--- config.mk ---
export PLATFORM = sky130hd
export DESIGN_NAME = bin2bcd_seq
export DESIGN_NICKNAME = d
export VERILOG_FILES = /design/src/rtl/bin2bcd_seq.sv
export SDC_FILE = /design/constraint.sdc
export NUM_CORES = 1
export LEC_CHECK = 0
export CAP_MARGIN = 40
export CORE_MARGIN = 1.5
export CORE_UTILIZATION = 55
export DETAILED_ROUTE_END_ITERATION = 6
export HOLD_SLACK_MARGIN = 0.05
export PLACE_DENSITY = 0.8
export SYNTH_ARGS = -nofsm -noshare
export SYNTH_HDL_FRONTEND = slang
export SYNTH_SLANG_ARGS = --single-unit
--- constraint.sdc ---
create_clock -name clk -period 2.5 [get_ports clk]
set_clock_uncertainty 0.15 [all_clocks]
set_input_delay 0.375 -clock clk [delete_from_list [all_inputs] [get_ports clk]]
set_output_delay 0.375 -clock clk [all_outputs]
set_load 0.02 [all_outputs]
--- src/rtl/bin2bcd_seq.sv ---
// Sequential binary-to-BCD converter (shift-and-add-3), one operand bit per clock.
// Define BIN2BCD_SIGNED_EN to treat bin as two's complement and report the sign.
module bin2bcd_seq #(
  parameter int WIDTH = 16
) (
  input  logic             clk,
  input  logic             reset,
  input  logic             start,
  input  logic             oe,
  input  logic [WIDTH-1:0] bin,
  output logic [19:0]      bcd,
  output logic             sign,
  output logic             busy,
  output logic             done
);

  typedef enum logic [1:0] {IDLE, SHIFT, DONE} state_t;

  state_t           state_reg;
  logic [WIDTH-1:0] operand_reg;
  logic [19:0]      scratch_reg;
  logic [19:0]      result_reg;
  logic [4:0]       count_reg;
  logic             sign_cap_reg;
  logic             sign_result_reg;
  logic             busy_reg;
  logic             done_reg;

  logic [WIDTH-1:0] operand_in;
  logic             sign_in;
  logic [19:0]      adjusted;
  logic [WIDTH+19:0] shifted;

`ifdef BIN2BCD_SIGNED_EN
  // Convert the magnitude; the most negative value maps onto itself as unsigned.
  assign sign_in    = bin[WIDTH-1];
  assign operand_in = sign_in ? (-bin) : bin;
`else
  assign sign_in    = 1'b0;
  assign operand_in = bin;
`endif

  genvar gi;
  generate
    for (gi = 0; gi < 5; gi++) begin : g_digit
      assign adjusted[gi*4 +: 4] = (scratch_reg[gi*4 +: 4] >= 4'd5) ?
                                   scratch_reg[gi*4 +: 4] + 4'd3 :
                                   scratch_reg[gi*4 +: 4];
    end
  endgenerate

  assign shifted = {adjusted, operand_reg} << 1;

  always_ff @(posedge clk or posedge reset) begin
    if (reset) begin
      state_reg       <= IDLE;
      operand_reg     <= '0;
      scratch_reg     <= '0;
      result_reg      <= '0;
      count_reg       <= '0;
      sign_cap_reg    <= 1'b0;
      sign_result_reg <= 1'b0;
      busy_reg        <= 1'b0;
      done_reg        <= 1'b0;
    end else begin
      done_reg <= 1'b0;
      case (state_reg)
        IDLE: begin
          if (start) begin
            operand_reg  <= operand_in;
            sign_cap_reg <= sign_in;
            scratch_reg  <= '0;
            count_reg    <= '0;
            busy_reg     <= 1'b1;
            state_reg    <= SHIFT;
          end
        end
        SHIFT: begin
          scratch_reg <= shifted[WIDTH+19:WIDTH];
          operand_reg <= shifted[WIDTH-1:0];
          count_reg   <= count_reg + 5'd1;
          if (count_reg == 5'(WIDTH - 1)) begin
            state_reg <= DONE;
          end
        end
        DONE: begin
          result_reg      <= scratch_reg;
          sign_result_reg <= sign_cap_reg;
          done_reg        <= 1'b1;
          busy_reg        <= 1'b0;
          state_reg       <= IDLE;
        end
        default: state_reg <= IDLE;
      endcase
    end
  end

  assign bcd  = oe ? result_reg : 20'h0;
  assign sign = oe ? sign_result_reg : 1'b0;
  assign busy = busy_reg;
  assign done = done_reg;

endmodule
## After elaboration in Yosys (flattened, before gate mapping)

Cells that the tools add are included.

- Register bits: 65
- Input port bits: 20
- Output and inout bits: 23
- Logic and storage cells: 47

- $add $sub $neg: 6
- Magnitude comparators: 5
- Eq/ne operators: 5
- Mux-type cells: 18
- Reductions and logical operators: 6

Operator list:

| cell | count |
|---|---|
| $mux 20 | 2 |
| $pmux 20 s2 | 1 |
| $pmux 16 s2 | 1 |
| $ge 4x3->1 const B | 5 |
| $add 4x2->4 const B | 4 |
| $mux 16 | 1 |
| $mux 4 | 4 |
| $pmux 5 s2 | 1 |
| $reduce_and 2->1 | 3 |
| $add 5x1->5 const B | 1 |
| $eq 5x4->1 const B | 1 |
| $mux 5 | 1 |
| $mux 2 | 2 |
| $ne 2x2->1 const B | 2 |
| $pmux 2 s2 | 1 |
| $reduce_bool 2->1 | 2 |
| $add 3x2->3 const B | 1 |
| $mux 3 | 1 |
| $eq 2x1->1 const B | 1 |
| $eq 2x2->1 const B | 1 |
| $logic_not 2->1 | 1 |
| $mux 1 | 2 |
| $pmux 1 s2 | 1 |

## Depth between registers and ports, before layout

Gate-level depths: netlist of run 1.

- Word-level depth: 3
- Gate-level depth with buffers: 7
- Mapped depth without buffers: 6

## Worst setup path after synthesis of run 1

Ideal clock, no wire load.

- Path type: register -> register
- From: register scratch_reg[8]
- To: register scratch_reg[10]
- Library setup time: 121 ps
- Arrival time: 1261 ps
- Data required time: 2229 ps
- Setup slack: 968 ps
- Stages on the path, launching flop included: 7
- Period minus slack after synthesis: 1532 ps
- Path through: dfrtp_1 inv_1 ha_1 nand2b_1 a21oi_1 mux2i_1 a22o_1

- Longest elaborated chain between the ends: 3
- Elaborated cells between the ends (all ways): 4
- Those cells by class: add/sub: 1; order compare: 1; mux: 2

RTL lines:

| item | RTL line | source |
|---|---|---|
| start: declaration | 21 | `logic [19:0] scratch_reg;` |
| start signal: assignment | 79 | `scratch_reg <= shifted[WIDTH+19:WIDTH];` |
| $add 4x2->4 / $ge 4x3->1 (equally long branches) | 47, 46 |  |
| $mux 4 * | 46 | `assign adjusted[gi*4 +: 4] = (scratch_reg[gi*4 +: 4] >= 4'd5) ?` |
| $pmux 20 s2 * | 67 | `case (state_reg)` |

Mark *: on every way between the ends. The rest lies on a longest branch, timed or not.
A chain may end at the register's enable or synchronous reset.

## Final worst setup path of run 1

- From: input oe
- To: output bcd[2]

- Longest elaborated chain between the ends: 1

RTL lines:

| item | RTL line | source |
|---|---|---|
| start: declaration | 9 | `input logic oe,` |
| $mux 20 | 98 | `assign bcd = oe ? result_reg : 20'h0;` |
| end: declaration | 11 | `output logic [19:0] bcd,` |

Every way passes these cells.

==> results of run 1 <==
## kinds of logic (layout without fill, tap and decap cells)
logic type,count (synthesis),count (layout),share of synthesized area
compound gates,92,92,0.178
xor+xnor,7,7,0.0189
buf+inv,33,84,0.0518
other cells,1,1,0.00116
fa+ha+maj,12,12,0.0464
flops,65,65,0.503
mux,25,25,0.0851
simple gates,62,62,0.116
## report_power, final
group	internal [uW]	total, uW	switching (uW)	leakage (uW)
clock network	563	946	383	0.000112
registers	1390	1710	321	0.000822
logic	770	1590	820	0.000836
total	2730	4250	1520	0.00177
## Yosys cell counts, types with 3 or more instances
| library cell | count | area [um^2] |
|---|---|---|
| and2b_1 | 4 | 30.0 |
| buf_4 | 5 | 37.5 |
| o31ai_1 | 5 | 37.5 |
| and2_1 | 21 | 131 |
| mux2_2 | 19 | 214 |
| buf_2 | 8 | 40.0 |
| a32o_1 | 5 | 50.1 |
| mux2i_1 | 5 | 50.1 |
| nand2_1 | 6 | 22.5 |
| xnor2_1 | 5 | 43.8 |
| a22oi_1 | 15 | 113 |
| dfrtp_1 | 65 | 1630 |
| o21ai_1 | 3 | 15.0 |
| o22ai_1 | 8 | 50.1 |
| ha_1 | 12 | 150 |
| nand2b_1 | 7 | 43.8 |
| clkbuf_1 | 4 | 15.0 |
| nor2b_1 | 13 | 81.3 |
| inv_1 | 13 | 48.8 |
| o21ai_0 | 22 | 110 |
| a22o_1 | 6 | 52.6 |
| a21oi_1 | 26 | 130 |
## critical path, stage by stage
cell	delay [ns]
clkdlybuf4s50_1	0.51
buf_12	0.15
and2_1	0.13
clkdlybuf4s50_1	0.60
## metrics by stage
step | util | instances | hold WS, ns | power [uW] | instance area, um^2
finish | 0.707 | 420 | 0.275 | 4250 | 3970
CTS | 0.707 | 420 | 0.283 | 4270 | 3970
global route | 0.707 | 420 | 0.309 | 4550 | 3970
detailed placement | 0.669 | 405 | 0.339 | 3280 | 3750
floorplan | - | 297 | 0.299 | 2870 | 3240
global placement | 0.669 | 405 | 0.308 | 3200 | 3750
## cell type report
type	instances	area, um^2
Clock buffer	13	179
Clock inverter	2	35.0
Tap cell	72	90.1
Fill cell	440	1640
Sequential cell	65	1630
Inverter	14	52.6
Timing Repair Buffer	55	541
Multi-Input combinational cell	199	1440
## per-layer routing
layer	global-route usage	vias to the layer above
li1	-	1142
met2	0.342	54
met1	0.305	1177
met5	0	-
met3	0.0423	12
met4	0.109	0
## path summary, 6_finish.rpt
path	depth (start not counted)	endpoint	startpoint
max	4	bcd[2]	oe
min	3	operand_reg[10]$_DFFE_PP0P_	reset
max reg2reg	4	count_reg[2]$_DFFE_PP0P_	state_reg[0]$_DFFE_PP0P_
min reg2reg	1	result_reg[1]$_DFFE_PP0P_	result_reg[1]$_DFFE_PP0P_
max in group asynchronous	3	state_reg[1]$_DFFE_PP0P_	reset
min in group clk	1	result_reg[1]$_DFFE_PP0P_	result_reg[1]$_DFFE_PP0P_
==> impl_results.md, run 1 <==
- Buffers added on ports: 41
- CTS tree: done
- Most common cell after layout, fill and taps aside: dfrtp_1
- Main synth FF type: dfrtp_1
- Synth unique cells: 36
- Net Count, Synth: 329
- DP HPWL: 4030 um
- Clk sink count: 65
- ANT cells: 0
- Final setup viols: 0
- Worst-path clk slew: 0.07 ns
- Die area: 6350 um^2
- Final hold viol count: 0
- Clock buffer count from CTS: 9
- Commonest non-fill, non-tap cells in the layout: dfrtp_1, clkdlybuf4s50_1, a21oi_1
- Antenna viol nets, final: 0
- Worst-Margin Slew: 0.677 ns
- Final nets: 376
- TritonRoute pass-1 iters: 4
- Crit. End Element: output port
- Max layer used: met4
- Vias: 2385
- Total core area: 5610 um^2
- Yosys warns: 0
- Maximum clock path buffer count: 2
- Initial DRC count: 158
- GR Overflow Total: 0
- Reg2Reg Setup Slack: 0.68 ns
- Critical Path AT: 1.76 ns
- Worst hold-check path type: in2async
- Final wirelength: 6290 um
- Largest net degree at the start of global routing: 66
- First-pass GRT wire length: 10900 um
- CTS H-tree lvls: 3
- WL per Instance: 15.0 um
- PnR worst setup slack: 0.219 ns
- Routability cong.: 0.786
- Initial Utilization: 0.577
- Slew margin rel.: 0.549
- Worst setup SP type: input pin
- Pwr Density: 1070 nW/um^2
- Met2 WL: 2970 um
- Peak supply drop: 567 uV
- Seq/Total Area, Yosys: 0.503
- CTS Hold Bufs: 0
- # resized after CTS: 0
- Worst Path Required: 1.98 ns
- Total track usage: 0.223
- Ys async rst share: 1.00
- Critical Path Fanout Max: 20
- Share of post-route cells with drive strength above 1: 0.155
- Post-Syn Instances: 297
- Final period util: 0.912
- Post-synth EDFFs: 0
- Unrepaired setup endpoints after global routing: false
- Worst setup path class: in2out
- Num rows: 27
- Layout area overhead: 22.6%
- Clock root buffer: clkbuf_8
- Peak Freq: 438 MHz
- Post-Syn Area: 3240 um^2
- Post-placement setup slack: 0.208 ns
- Leak Pwr: 0.00177 uW
- Number of global-route vias before repair: 2328
- Initial antenna violation count: 0
- Post-CTS Setup Bufs: 0
- DR vias/cell: 5.68
- Number of top-level pins: 43
- Clk_lat worst skew: 0.33 ns
- Crit path time final: 2.28 ns
- Metal3 WL: 211 um
- DRC errors left: 0
- DRT met1 WL: 2980 um
- Syn avg cell area: 10.9 um^2
- Flip-flop and latch count after synthesis: 65
- Die extent in y: 79.7 um
- Setup TNS: 0 ns
- Die Wd: 79.7 um
- Slew Limit Fails: 0
- Status: finished clean
- Max_cap viols: 0
(Power assumes the default switching activity.)
==> run 2, diff against run 1 <==
--- a/config.mk
+++ b/config.mk
@@ -6,11 +6,14 @@
 export NUM_CORES = 1
 export LEC_CHECK = 0
 export CAP_MARGIN = 40
+export CELL_PAD_IN_SITES_DETAIL_PLACEMENT = 0
+export CELL_PAD_IN_SITES_GLOBAL_PLACEMENT = 1
 export CORE_MARGIN = 1.5
-export CORE_UTILIZATION = 55
+export CORE_UTILIZATION = 43
 export DETAILED_ROUTE_END_ITERATION = 6
+export GPL_TIMING_DRIVEN = 0
 export HOLD_SLACK_MARGIN = 0.05
-export PLACE_DENSITY = 0.8
+export PLACE_DENSITY_LB_ADDON = 0.1
 export SYNTH_ARGS = -nofsm -noshare
 export SYNTH_HDL_FRONTEND = slang
 export SYNTH_SLANG_ARGS = --single-unit
==> run 2 against run 1 <==
  * Count of clock-buffer cells in the layout down 1
  * Clock power down 0.6%
  * Highest routed layer unchanged
  * Global-route usage down 4.8 points
==> impl_results.md, run 2 (synthesized netlist as in run 1, its figures left out) <==
- Final setup viols: 0
- Critical R2R Launch: state_reg[1]$_DFFE_PP0P_
- Worst path cell trace: clkbuf_1, and2_1, clkdlybuf4s50_1
- # resized after CTS: 0
- Worst-path clk slew: 0.07 ns
- Critical Path Fanout Max: 10
- Placed insts: 437
- Num rows: 31
- CTS tree: done
- Reg2Reg Setup Slack: 0.76 ns
- Crit. End Element: output port
- Initial Utilization: 0.446
- Family with the most delay on the worst path: buffers and inverters
- Post-CTS Setup Bufs: 0
- Final hold viol count: 0
- Die extent in y: 89.7 um
- Slew Limit Fails: 0
- DR vias/cell: 5.28
- Clk sink count: 65
- RR Endpoint: scratch_reg[8]$_DFFE_PP0P_
- Max_cap viols: 0
- Routability cong.: 0.750
- Total power: 4240 uW
- Hold WS: 0.172 ns
- First-pass GRT wire length: 11400 um
- FF+latch area: 1630 um^2
- Leak Pwr: 0.00177 uW
- R2R depth: 4
- Placed Area: 3790 um^2
- Multi-input gate area in the final layout: 1440 um^2
- GR Overflow Total: 0
- Layout area overhead: 23.8%
- Worst setup SP type: input pin
- Number of global-route vias before repair: 2409
- Antenna viol nets, final: 0
- Total track usage: 0.176
- Total core area: 7250 um^2
- Worst path bufs/invs: 2
- Vias: 2390
- Fill cells: 677
- Non-Filler Instances: 453
- Final nets: 381
- Clock buffer count from CTS: 9
- Die area: 8050 um^2
- Critical Path AT: 1.42 ns
- Clk_lat worst skew: 0.33 ns
- Number of top-level pins: 43
- Maximum clock path buffer count: 2
- Final period util: 0.778
- Crit-path slowest cell: clkdlybuf4s50_1
- Buffers added on ports: 40
- Worst hold-check path type: in2async
- CTS Hold Bufs: 0
- Worst setup path class: in2out
- Peak per-stage delay on the critical path: 0.60 ns
- Die Wd: 89.7 um
- DRC errors left: 0
- Clock root buffer: clkbuf_8
- Initial antenna violation count: 0
- Final wirelength: 6500 um
- Commonest non-fill, non-tap cells in the layout: dfrtp_1, clkdlybuf4s50_1, a21oi_1
- WL per Instance: 14.4 um
- Initial DRC count: 107
- WP depth: 3
- Pwr Density: 1060 nW/um^2
- Peak supply drop: 616 uV
- Status: finished clean
- Crit path time final: 1.95 ns
- Unrepaired setup endpoints after global routing: false
- CTS H-tree lvls: 3
- Largest net degree at the start of global routing: 54
- ANT cells: 0
- Peak Freq: 514 MHz
- Most common cell after layout, fill and taps aside: dfrtp_1
- Share of post-route cells with drive strength above 1: 0.158
- TritonRoute pass-1 iters: 4
- DP HPWL: 4420 um
- Worst Path Required: 1.98 ns
- Final Cell Area: 4010 um^2
[run 2: changes by cell type in the layout (fill, tap and decap cells not counted), sizes merged]
| cell | before | now |
|---|---|---|
| buf | 14 | 16 |
| clkbuf | 13 | 16 |
| clkdlybuf4s50 | 41 | 40 |
| clkinvlp | 0 | 2 |
[run 2: layout make-up]
cell class,count,share of cell area
flip-flops and latches,65,0.406
multi-input cells,199,0.360
repair buffers,41,0.107
clock buffers,12,0.0412
well taps,99,0.0309
plain buffers,19,0.0287
inverters,14,0.0137
clock inverters,4,0.0125
[run 2: worst reg2reg max path, delay by kind of cell (launching register included)]
family	cells	cell delay, ns
AO/OA/AOI/OAI	1	0.14
buffers and inverters	2	0.55
flip-flops	1	0.43
AND/OR/NAND/NOR	1	0.33
[run 2: where the power goes]
part / leakage [uW] / switching, uW / internal (uW)
Combinational: 0.000844 / 856 / 779
Clock: 0.000105 / 400 / 541
Sequential: 0.000822 / 271 / 1390
[run 2: through the flow]
step	worst slack [ns]	util	setup TNS (ns)
finish	0.554	0.552	0
global route	0.423	0.552	0
CTS	0.512	0.552	0
detailed placement	0.298	0.523	0
global placement	-0.889	0.518	-57.57
floorplan	0.349	-	0
[run 2: routing by layer]
layer,up-vias,GRT usage,wire (um)
met5,-,0,0
met3,12,0.0262,214
met1,1174,0.229,3060
li1,1154,-,-
met4,0,0.0873,122
met2,50,0.287,3100
[run 2: worst max-delay path by stage]
stage / start / to / slack [ns]
2_1_floorplan: reset / busy$_DFFE_PP0P_ / 0.35
3_3_place_gp: reset / result_reg[16]$_DFFE_PP0P_ / -0.89
3_5_place_dp: start / scratch_reg[8]$_DFFE_PP0P_ / 0.30
4_1_cts: oe / bcd[19] / 0.51
5_1_grt: oe / bcd[11] / 0.42
6_report: oe / bcd[19] / 0.55
==> run 3, diff against run 2 <==
--- a/config.mk
+++ b/config.mk
@@ -9,7 +9,7 @@
 export CELL_PAD_IN_SITES_DETAIL_PLACEMENT = 0
 export CELL_PAD_IN_SITES_GLOBAL_PLACEMENT = 1
 export CORE_MARGIN = 1.5
-export CORE_UTILIZATION = 43
+export CORE_UTILIZATION = 39
 export DETAILED_ROUTE_END_ITERATION = 6
 export GPL_TIMING_DRIVEN = 0
 export HOLD_SLACK_MARGIN = 0.05
==> constraint.sdc (replaced) <==
create_clock -name clk -period 1.7 [get_ports clk]
set_clock_uncertainty 0.15 [all_clocks]
set_input_delay 0.255 -clock clk [delete_from_list [all_inputs] [get_ports clk]]
set_output_delay 0.255 -clock clk [all_outputs]
set_load 0.02 [all_outputs]
==> run 3 against run 2 <==
  * Global-route usage is 0.81 points lower
  * Final cell count is 1.5% higher
  * Count of clock-buffer cells in the layout is 3 lower
  * Register-to-register slack worse by 0.69 ns
  * Critical path type is now reg2reg
  * Final area is 0.50% higher
  * Total power is 49% higher
  * Worst hold slack better by 0.025 ns
  * Combinational power is 52% higher
  * Critical endpoint is now result_reg[17]$_DFFE_PP0P_
  * Non-clock buffer count is 1 higher
==> impl_results.md, run 3 (synthesized netlist as in run 1, its figures left out) <==
- Worst hold-check path type: in2async
- Clock root buffer: clkbuf_8
- DRC errors left: 0
- Final hold viol count: 0
- Fill cells: 756
- Total track usage: 0.168
- Die Wd: 94.1 um
- ANT cells: 0
- Vias: 2386
- Placed Area: 3790 um^2
- TritonRoute pass-1 iters: 4
- Critical R2R Launch: state_reg[0]$_DFFE_PP0P_
- Pwr Density: 1570 nW/um^2
- Layout area overhead: 24.4%
- Crit-path slowest cell: dfrtp_1
- CP Capture Point: result_reg[17]$_DFFE_PP0P_
- Initial DRC count: 71
- CTS Hold Bufs: 0
- Worst setup path startpoint: state_reg[0]$_DFFE_PP0P_
- GR Overflow Total: 0
- Initial Utilization: 0.398
- Slew Limit Fails: 0
- Num rows: 33
- CTS H-tree lvls: 3
- Buffers added on ports: 40
- Initial antenna violation count: 0
- Final wirelength: 6720 um
- Most common cell after layout, fill and taps aside: dfrtp_1
- Number of global-route vias before repair: 2308
- Peak per-stage delay on the critical path: 0.40 ns
- Non-Filler Instances: 460
- Share of post-route cells with drive strength above 1: 0.192
- Die area: 8850 um^2
- R2R depth: 4
- Worst setup path class: reg2reg
- Reg2Reg Setup Slack: 0.07 ns
- DP HPWL: 4470 um
- Commonest non-fill, non-tap cells in the layout: dfrtp_1, o21ai_0, a21oi_1, and2_1, dlygate4sd2_1
- PnR worst setup slack: 0.0660 ns
- RR Endpoint: result_reg[17]$_DFFE_PP0P_
- Family with the most delay on the worst path: buffers and inverters
- Clk_lat worst skew: 0.35 ns
- Post-placement setup slack: -0.329 ns
- Peak Freq: 612 MHz
- Clk sink count: 65
- Final period util: 0.961
- Most frequent CP cell: buf_4
- Routability cong.: 0.734
- Total power: 6320 uW
- First-pass GRT wire length: 11300 um
- Critical Path Fanout Max: 10
- DR vias/cell: 5.19
- Worst path bufs/invs: 2
- Setup TNS: 0 ns
- Worst setup SP type: flop
- Placed insts: 443
- Clock buffer count from CTS: 9
- Slew margin rel.: 0.543
- Peak supply drop: 578 uV
- Maximum clock path buffer count: 2
- Worst-path clk slew: 0.09 ns
- Status: finished clean
- Max_cap viols: 0
- Number of top-level pins: 43
- Die extent in y: 94.1 um
- Crit. End Element: flop
- Worst Path Required: 1.78 ns
- FF+latch area: 1630 um^2
- WP depth: 4
- Worst path cell trace: buf_4, nor2b_2, buf_4, mux2_2
- Critical Path AT: 1.72 ns
- Final nets: 382
- Final Cell Area: 4030 um^2
- Worst-Margin Slew: 0.684 ns
- Crit path time final: 1.63 ns
- CTS tree: done
- Total core area: 8130 um^2
- WL per Instance: 14.6 um
- Leak Pwr: 0.00187 uW
- Largest net degree at the start of global routing: 37
- Antenna viol nets, final: 0
- Multi-input gate area in the final layout: 1480 um^2
- Final setup viols: 0
## run 3: worst register-to-register path, stage by stage (launching register included)
cell,delay [ns]
dfrtp_1,0.40
buf_4,0.18
nor2b_2,0.20
buf_4,0.23
mux2_2,0.35
## run 3: per-layer routing
layer  track usage  up-vias  share of wire
li1              -     1162              -
met1         0.226     1177           0.50
met2         0.264       36           0.45
met3        0.0332       11          0.030
met4        0.0672        0          0.018
met5             0        -              0
## run 3: power by group
group          total (uW)  switching (uW)  internal [uW]  leakage [uW]
clock network        1360             673            689     0.0000925
logic                2490            1300           1190      0.000951
registers            2470             421           2050      0.000822
total                6320            2400           3920       0.00187
## run 3: layout make-up
class / instances / area share
Timing Repair Buffer: 42 / 0.101
Multi-Input combinational cell: 199 / 0.368
Inverter: 14 / 0.0140
Clock inverter: 7 / 0.0196
Tap cell: 105 / 0.0326
Buffer: 19 / 0.0295
Clock buffer: 9 / 0.0308
Sequential cell: 65 / 0.404
## run 3: what timing repair did
| item | CTS | global route |
|---|---|---|
| gates resized for setup | 25 | 13 |
| buffers inserted | 0 | 1 |
| setup endpoints to repair | 25 | 22 |
| pin swaps | 0 | 3 |
| gates cloned | 0 | 0 |
## run 3: worst min-delay path by stage
stage | start | end | slack, ns | cells past startpoint
6_report | reset | result_reg[3]$_DFFE_PP0P_ | 0.20 | 2
5_1_grt | reset | operand_reg[12]$_DFFE_PP0P_ | 0.27 | 2
4_1_cts | reset | result_reg[3]$_DFFE_PP0P_ | 0.22 | 2
3_5_place_dp | result_reg[13]$_DFFE_PP0P_ | result_reg[13]$_DFFE_PP0P_ | 0.33 | 1
3_3_place_gp | result_reg[13]$_DFFE_PP0P_ | result_reg[13]$_DFFE_PP0P_ | 0.31 | 1
2_1_floorplan | reset | busy$_DFFE_PP0P_ | 0.24 | 1
## run 3: per-stage QoR
stage,utilization,hold WS [ns]
after global routing,0.495,0.275
after detailed placement,0.466,0.326
after floorplan,-,0.243
after global placement,0.464,0.310
after CTS,0.489,0.218
final,0.495,0.197
